===== config.mk =====
export PLATFORM = sky130hd
export DESIGN_NAME = mem_access_unit
export DESIGN_NICKNAME = d
export VERILOG_FILES = /design/src/rtl/mem_pkg.sv /design/src/rtl/load_aligner.sv /design/src/rtl/mem_access_unit.sv
export SDC_FILE = /design/constraint.sdc
export NUM_CORES = 1
export LEC_CHECK = 0
export CELL_PAD_IN_SITES_DETAIL_PLACEMENT = 1
export CELL_PAD_IN_SITES_GLOBAL_PLACEMENT = 1
export CORE_MARGIN = 3
export CORE_UTILIZATION = 36
export CTS_BUF_LIST = sky130_fd_sc_hd__clkbuf_4 sky130_fd_sc_hd__clkbuf_8 sky130_fd_sc_hd__clkbuf_16
export CTS_CLUSTER_DIAMETER = 120
export CTS_CLUSTER_SIZE = 25
export DETAILED_ROUTE_END_ITERATION = 7
export PLACE_DENSITY = 0.92
export SYNTH_ARGS = -nofsm -noshare
export SYNTH_HDL_FRONTEND = slang
export SYNTH_SLANG_ARGS = --single-unit

===== constraint.sdc =====
create_clock -name clk -period 2.8 [get_ports clk]
set_input_delay 0.28 -clock clk [delete_from_list [all_inputs] [get_ports clk]]
set_output_delay 0.28 -clock clk [all_outputs]
set_load 0.01 [all_outputs]

===== src/rtl/mem_pkg.sv =====
// mem_pkg: shared codes for the data-memory access unit.
// Store sizes, load funct3 encodings and the access FSM states.
package mem_pkg;
  localparam logic [1:0] SM_BYTE = 2'b00;
  localparam logic [1:0] SM_HALF = 2'b01;
  localparam logic [1:0] SM_WORD = 2'b10;
  localparam logic [2:0] LB  = 3'b000;
  localparam logic [2:0] LH  = 3'b001;
  localparam logic [2:0] LW  = 3'b010;
  localparam logic [2:0] LBU = 3'b100;
  localparam logic [2:0] LHU = 3'b101;
  typedef enum logic [1:0] {IDLE, BUSY, DONE} state_e;
endpackage


===== src/rtl/load_aligner.sv =====
// load_aligner: selects the addressed byte/half lane of a read word and extends it.
// funct3[2] set means zero-extension; the size field is funct3[1:0].
module load_aligner
  import mem_pkg::*;
#(
  parameter int N = 32
) (
  input  logic [N-1:0] rdata_i,
  input  logic [1:0]   addr_lo_i,
  input  logic [2:0]   funct3_i,
  output logic [N-1:0] data_o
);
  logic [7:0]  b;
  logic [15:0] h;
  logic        sb, sh;
  always_comb begin
    b      = rdata_i[8*addr_lo_i +: 8];
    h      = addr_lo_i[1] ? rdata_i[31:16] : rdata_i[15:0];
    sb     = b[7] & ~funct3_i[2];
    sh     = h[15] & ~funct3_i[2];
    data_o = funct3_i[1:0] == LB[1:0] ? {{(N-8){sb}}, b} :
             funct3_i[1:0] == LH[1:0] ? {{(N-16){sh}}, h} : rdata_i;
  end
endmodule


===== src/rtl/mem_access_unit.sv =====
// mem_access_unit: runs one load/store per instruction over a req/ack bus,
// stalling the pipeline until the bus acknowledges.
module mem_access_unit
  import mem_pkg::*;
#(
  parameter int N = 32
) (
  input  logic         clk,
  input  logic         rst_n,
  input  logic         MemRead,
  input  logic         MemWrite,
  input  logic [1:0]   SaveMethod,
  input  logic [2:0]   LoadFunct3,
  input  logic [N-1:0] Addr,
  input  logic [N-1:0] StoreData,
  output logic         Stall,
  output logic [N-1:0] LoadData,
  output logic         LoadValid,
  output logic         AccessErr,
  output logic         bus_req,
  output logic         bus_we,
  output logic [N-1:0] bus_addr,
  output logic [3:0]   bus_be,
  output logic [N-1:0] bus_wdata,
  input  logic [N-1:0] bus_rdata,
  input  logic         bus_ack
);
  state_e       state_q, state_d;
  logic [N-1:0] addr_q, wdata_q, wdata_d, ld_q, aligned;
  logic [3:0]   be_q, be_d;
  logic [1:0]   lo_q, size;
  logic [2:0]   f3_q;
  logic         we_q, cmd, err, go;
  always_comb begin
    cmd     = MemRead | MemWrite;
    size    = MemWrite ? SaveMethod : LoadFunct3[1:0];
    err     = (MemWrite ? SaveMethod == 2'b11 : (LoadFunct3 == 3'b011 || LoadFunct3[2:1] == 2'b11))
            | (size == SM_HALF && Addr[0]) | (size == SM_WORD && Addr[1:0] != 2'b00);
    go      = state_q == IDLE && cmd && !err;
    state_d = state_q == IDLE ? (go ? BUSY : IDLE) :
              state_q == BUSY ? (bus_ack ? DONE : BUSY) : IDLE;
    be_d    = size == SM_BYTE ? 4'b0001 << Addr[1:0] :
              size == SM_HALF ? (Addr[1] ? 4'b1100 : 4'b0011) : 4'b1111;
    wdata_d = !MemWrite ? '0 :
              size == SM_BYTE ? {4{StoreData[7:0]}} :
              size == SM_HALF ? {2{StoreData[15:0]}} : StoreData;
  end
  load_aligner #(.N(N)) u_align (
    .rdata_i   (bus_rdata),
    .addr_lo_i (lo_q),
    .funct3_i  (f3_q),
    .data_o    (aligned)
  );
  always_ff @(posedge clk or negedge rst_n) begin
    if (!rst_n) begin
      state_q <= IDLE;
      addr_q  <= '0;
      we_q    <= 1'b0;
      be_q    <= '0;
      wdata_q <= '0;
      lo_q    <= '0;
      f3_q    <= '0;
      ld_q    <= '0;
    end else begin
      state_q <= state_d;
      if (go) begin
        addr_q  <= {Addr[N-1:2], 2'b00};
        we_q    <= MemWrite;
        be_q    <= be_d;
        wdata_q <= wdata_d;
        lo_q    <= Addr[1:0];
        f3_q    <= LoadFunct3;
      end
      if (state_q == BUSY && bus_ack && !we_q) ld_q <= aligned;
    end
  end
  assign Stall     = go || state_q == BUSY;
  assign AccessErr = state_q == IDLE && cmd && err;
  assign LoadValid = state_q == DONE && !we_q;
  assign LoadData  = ld_q;
  assign bus_req   = state_q == BUSY;
  assign bus_we    = we_q;
  assign bus_addr  = addr_q;
  assign bus_be    = be_q;
  assign bus_wdata = wdata_q;
endmodule

* After elaboration in Yosys (flattened, before gate mapping)
Cells that the tools add are included.
Widths: inputs -> output; s select.
** Word-level totals
- Output and inout bits :: 105
- Input bits :: 106
- Logic and storage cells :: 55
- Flip-flop bits (word level) :: 106
** Cells by class
- Equal/unequal tests :: 8
- Muxes and demuxes :: 15
- Shift operators :: 2
- Reduce and logical (&&, ||, !) cells :: 16
- Bitwise operators :: 6
** Operators with widths (count)
- $mux 32 :: 5
- $shiftx 32x6->8 :: 1
- $mux 16 :: 1
- $mux 4 :: 3
- $eq 2x2->1 const B :: 4
- $logic_and 1x1->1 :: 8
- $mux 2 :: 4
- $eq 2x1->1 const B :: 3
- $logic_not 2->1 :: 3
- $shl 1x2->4 const A :: 1
- $eq 3x2->1 const B :: 1
- $or 1x1->1 :: 3
- $and 1x1->1 :: 2
- $logic_not 1->1 :: 2
- $logic_or 1x1->1 :: 2
- $mux 1 :: 2
- $reduce_bool 2->1 :: 1
- $not 1->1 :: 1

* Depth between registers and ports, before layout
Gate-level depths: netlist of run 1.
- Depth in word-level cells :: 9
- Gate-level depth with buffers :: 7
- Depth with buffers taken out :: 4

* By module
From an unflattened synthesis of run 1, not the netlist that was laid out.
** Second synthesis, totals
- Cells, all modules :: 474
- Area total of the unflattened synthesis :: 5825.6 sq um
** By module, submodules not included
- mem_access_unit :: sequential area each 2652.5 sq um, cells an instance 339, instances 1, area each 4808.4 sq um
- load_aligner :: sequential area each 0.0 sq um, cells an instance 135, instances 1, area each 1017.2 sq um

* Least setup slack after synthesis of run 1
Ideal clock, no wire load.
- Kind :: input -> output
- Start :: input port SaveMethod[0]
- End :: output port Stall
- Cell stages on the path :: 7
- Arrival :: 1.410 ns
- Required time :: 2.520 ns
- Buffers on the path :: 3
- Setup slack :: 1.110 ns
- Cell sequence :: buf_2 -> o211ai_1 -> o311ai_1 -> nor3_1 -> buf_6 -> buf_6 -> nand2b_1
** Between the ends
- Cells in the longest elaborated chain, start to end :: 8
- Elaborated cells on any way between the ends :: 12
- Classes of those cells :: 3 x eq/ne; 2 x mux; 2 x bitwise; 5 x reduce/logical
** Ends and longest elaborated chain
- from (decl) :: line mem_access_unit.sv:12 : input logic [1:0] SaveMethod,
- $mux 2 :: line mem_access_unit.sv:36 : size = MemWrite ? SaveMethod : LoadFunct3[1:0];
- $eq 2x1->1 :: line mem_access_unit.sv:38 : | (size == SM_HALF && Addr[0]) | (size == SM_WORD && Addr[1:0] != 2'b00);
- $logic_and 1x1->1 :: line mem_access_unit.sv:38
- $or 1x1->1 :: line mem_access_unit.sv:38
- $or 1x1->1 (*) :: line mem_access_unit.sv:38
- $logic_not 1->1 (*) :: line mem_access_unit.sv:39 : go = state_q == IDLE && cmd && !err;
- $logic_and 1x1->1 (*) :: line mem_access_unit.sv:39
- $logic_or 1x1->1 (*) :: line mem_access_unit.sv:77 : assign Stall = go || state_q == BUSY;
- to (decl) :: line mem_access_unit.sv:16 : output logic Stall,
Mark *: on every way between the ends. The rest lies on a longest branch, timed or not.

* Worst setup path in the final report of run 1
- Start :: input port Addr[0]
- End :: output port Stall
** Between the ends
- Cells in the longest elaborated chain, start to end :: 6
- Elaborated cells on any way between the ends :: 8
- Classes of those cells :: 2 x bitwise; 6 x reduce/logical
** Ends and longest elaborated chain
- from (decl) :: line mem_access_unit.sv:14 : input logic [N-1:0] Addr,
- $logic_and 1x1->1 or $reduce_bool 2->1 (tied branches) :: line mem_access_unit.sv:38
- $or 1x1->1 or $logic_and 1x1->1 (tied branches) :: line mem_access_unit.sv:38
- $or 1x1->1 (*) :: line mem_access_unit.sv:38
- $logic_not 1->1 (*) :: line mem_access_unit.sv:39
- $logic_and 1x1->1 (*) :: line mem_access_unit.sv:39
- $logic_or 1x1->1 (*) :: line mem_access_unit.sv:77
Marks and branches as above.

==> results of run 1 <==
metrics by stage:
stage	power (mW)	hold slack, ps
after CTS	7.95	67.2
after detailed placement	6.58	448
after global routing	8.31	91.6
after global placement	6.40	427
final	7.87	22.9
after floorplan	4.50	-15.6
per-layer routing:
metal	wire length, um	vias to the layer above
met5	13	-
met4	543	2
met3	1640	37
met2	9350	219
met1	6930	2236
li1	-	1969
cells by family after synthesis:
group	share of synthesized area [%]
compound gates	8.34
mux	28.0
buf+inv	4.66
other cells	0.0698
flops	49.4
simple gates	9.51
final cells by class:
type / count / area [um^2]
tap: 184 / 230
inverter: 13 / 48.8
timing repair buffer: 221 / 2200
sequential: 106 / 2650
clock inverter: 7 / 78.8
fill: 1501 / 6670
multi-input combinational: 291 / 2480
clock buffer: 9 / 225
layout by cell type (no fill, tap or decap), drive strengths merged, types with 2 or more instances in the layout:
cell,instances
nor2,7
a21oi,10
o21ai,21
o211ai,24
mux4,8
nor2b,11
clkdlybuf4s50,207
mux2i,42
nand3,33
mux2,64
nand3b,4
nand2b,4
clkbuf,9
clkinv,3
buf,14
dfrtp,106
o21a,7
conb,2
clkinvlp,2
nand2,44
inv,14
state kept, by name, indices dropped and copies added, names as in the netlist:
| name | count |
|---|---|
| bus_be | 4 |
| bus_we | 1 |
| f3_q | 3 |
| bus_wdata | 32 |
| LoadData | 32 |
| bus_addr | 30 |
| state_q | 2 |
| lo_q | 2 |
worst paths after layout:
check	startpoint	end	slack [ps]	depth (start not counted)
worst min register to register	LoadData[0]	LoadData[0]	500	1
min in group clk	LoadData[0]	LoadData[0]	500	1
max in group asynchronous	rst_n	bus_wdata[26]	2020	2
worst max register to register	state_q[0]	bus_addr[31]	890	5
worst max-delay path	Addr[0]	Stall	360	6
worst min-delay path	rst_n	LoadData[14]	20	1
power by group through the flow:
stage	Combinational, mW	Clock [mW]	Sequential, mW
floorplan	1.57	0	2.94
global placement	3.66	0	2.74
detailed placement	3.81	0	2.77
CTS	3.83	1.35	2.77
global route	4.04	1.41	2.86
finish	3.79	1.32	2.76
==> reports/qor.yml, run 1 <==
cts_resized: 0
die_y_um: 128
port_buffers: 208
fmax_mhz: 410
place_congestion: 0.896
ys_types: 34
startpoint_type: "input port"
first_pass_iters: 4
grt_pass1_vias: 5104
clockBufferDepth: 2
cellInternalPower_mw: 5.20
final_nets: 748
met2_usage_pct: 39.6
first_iter_violations: 231
cp-end-kind: "output pin"
yosysWarningCount: 0
pwr-share-seq_pct: 35.1
swShare_pct: 33.9
period_minus_slack_ps: 2440
max_stage_delay_ps: 530
drt-total-wl_mm: 18.5
rows: 44
period_share_pct: 87.2
slowest_stage: "clkdlybuf4s50_1"
netlist_instances: 444
setup_tns_ps: 0
cts_setup_buffers: 0
worstPathArrival_ps: 2160
crit_buf_inv: 2
track_usage_pct: 22.6
route.detailed.drc: 0
grt_setup_unrepaired: "no"
report.final.slew_viol_count: 0
cellPowerDensity_mw_per_mm2: 995
crit_fanout: 6
post-place-ws_ps: 281
p_leak_nw: 3.47
syn_area_mm2: 0.00537
vias: 4463
cts_root_buffer: "clkbuf_16"
grt_max_degree: 74
crit_type: "input port to output pin"
fin_worst_skew_ps: 9.29
syn_to_final_growth_pct: 47.4
grt_pass1_wl_mm: 28.6
finalHoldViolations: 0
antenna_found_initial: 1
slew_headroom_pct: 42.0
fin_area_mm2: 0.00792
dp_cells: 815
switching_power_mw: 2.67
setup_viol: 0
tightest_slew_ps: 869
ioPinCount: 211
cp_top_family: "buffers and inverters"
die_x_um: 128
drv_cap: 0
outcome: "finished, final reports clean"
diodes: 0
layout.cells.non_filler: 831
netlist.area_leader.share_pct: 49.4
ir_worst_vdd_mv: 0.480
clock_sinks: 106
cts_hold_buf: 0
synth-seq-cells: 106
final_util_pct: 54.3
setup_ws_ps: 359
placed_area_mm2: 0.00761
path_common_cell: "clkdlybuf4s50_1"
core_mm2: 0.0146
cts_tree: "done"
synth_common_cells: "dfrtp_1 (106), mux2_4 (49), nand2_1 (44), mux2i_1 (42), nand3_1 (33)"
routed_via_density: 5.37
gr-usage-met3_pct: 7.54
die_area_mm2: 0.0164
drive_gt1_share_pct: 16.5
holdCritPathClass: "input port to asynchronous set/reset pin"
crit_chain: "clkdlybuf4s50_1, o211ai_1, o311ai_1, nor3_2, nand2b_1, clkdlybuf4s50_1"
synthArstFlopShare_pct: 100
worstPathRequired_ps: 2520
grt_overflow: 0
synth_most_common_cell: "dfrtp_1"
cts_buffers: 9
grtUsageMet1_pct: 25.8
pwr-share-clk_pct: 16.8
path_clk_slew_ps: 70
synth_ff_type: "dfrtp_1"
ys_seq_area_share_pct: 49.4
yosys.area.top_type: "dfrtp_1"
p_comb_share_pct: 48.2
hpwl_mm: 13.8
start_util_pct: 36.8
synth_area_per_cell_um2: 12.1
clkLatencyLatePin_ps: 360
drt-wirelength-per-cell_um: 22.2
antenna_left: 0
cts_max_level: 3
synth_edf_count: 0
synth_area_leaders: "dfrtp_1 (49%), mux2_4 (14%), mux2i_1 (7.8%)"
busiest_layer: "met2"
No activity file was read; power rests on OpenSTA's default activity.
==> run 2: changes to the inputs <==
--- a/config.mk
+++ b/config.mk
@@ -14,6 +14,7 @@
 export CTS_CLUSTER_SIZE = 25
 export DETAILED_ROUTE_END_ITERATION = 7
 export PLACE_DENSITY = 0.92
+export SLEW_MARGIN = 10
 export SYNTH_ARGS = -nofsm -noshare
 export SYNTH_HDL_FRONTEND = slang
 export SYNTH_SLANG_ARGS = --single-unit
==> results of run 2 <==
No change in the layout: final DEF, timing and power equal those of run 1.
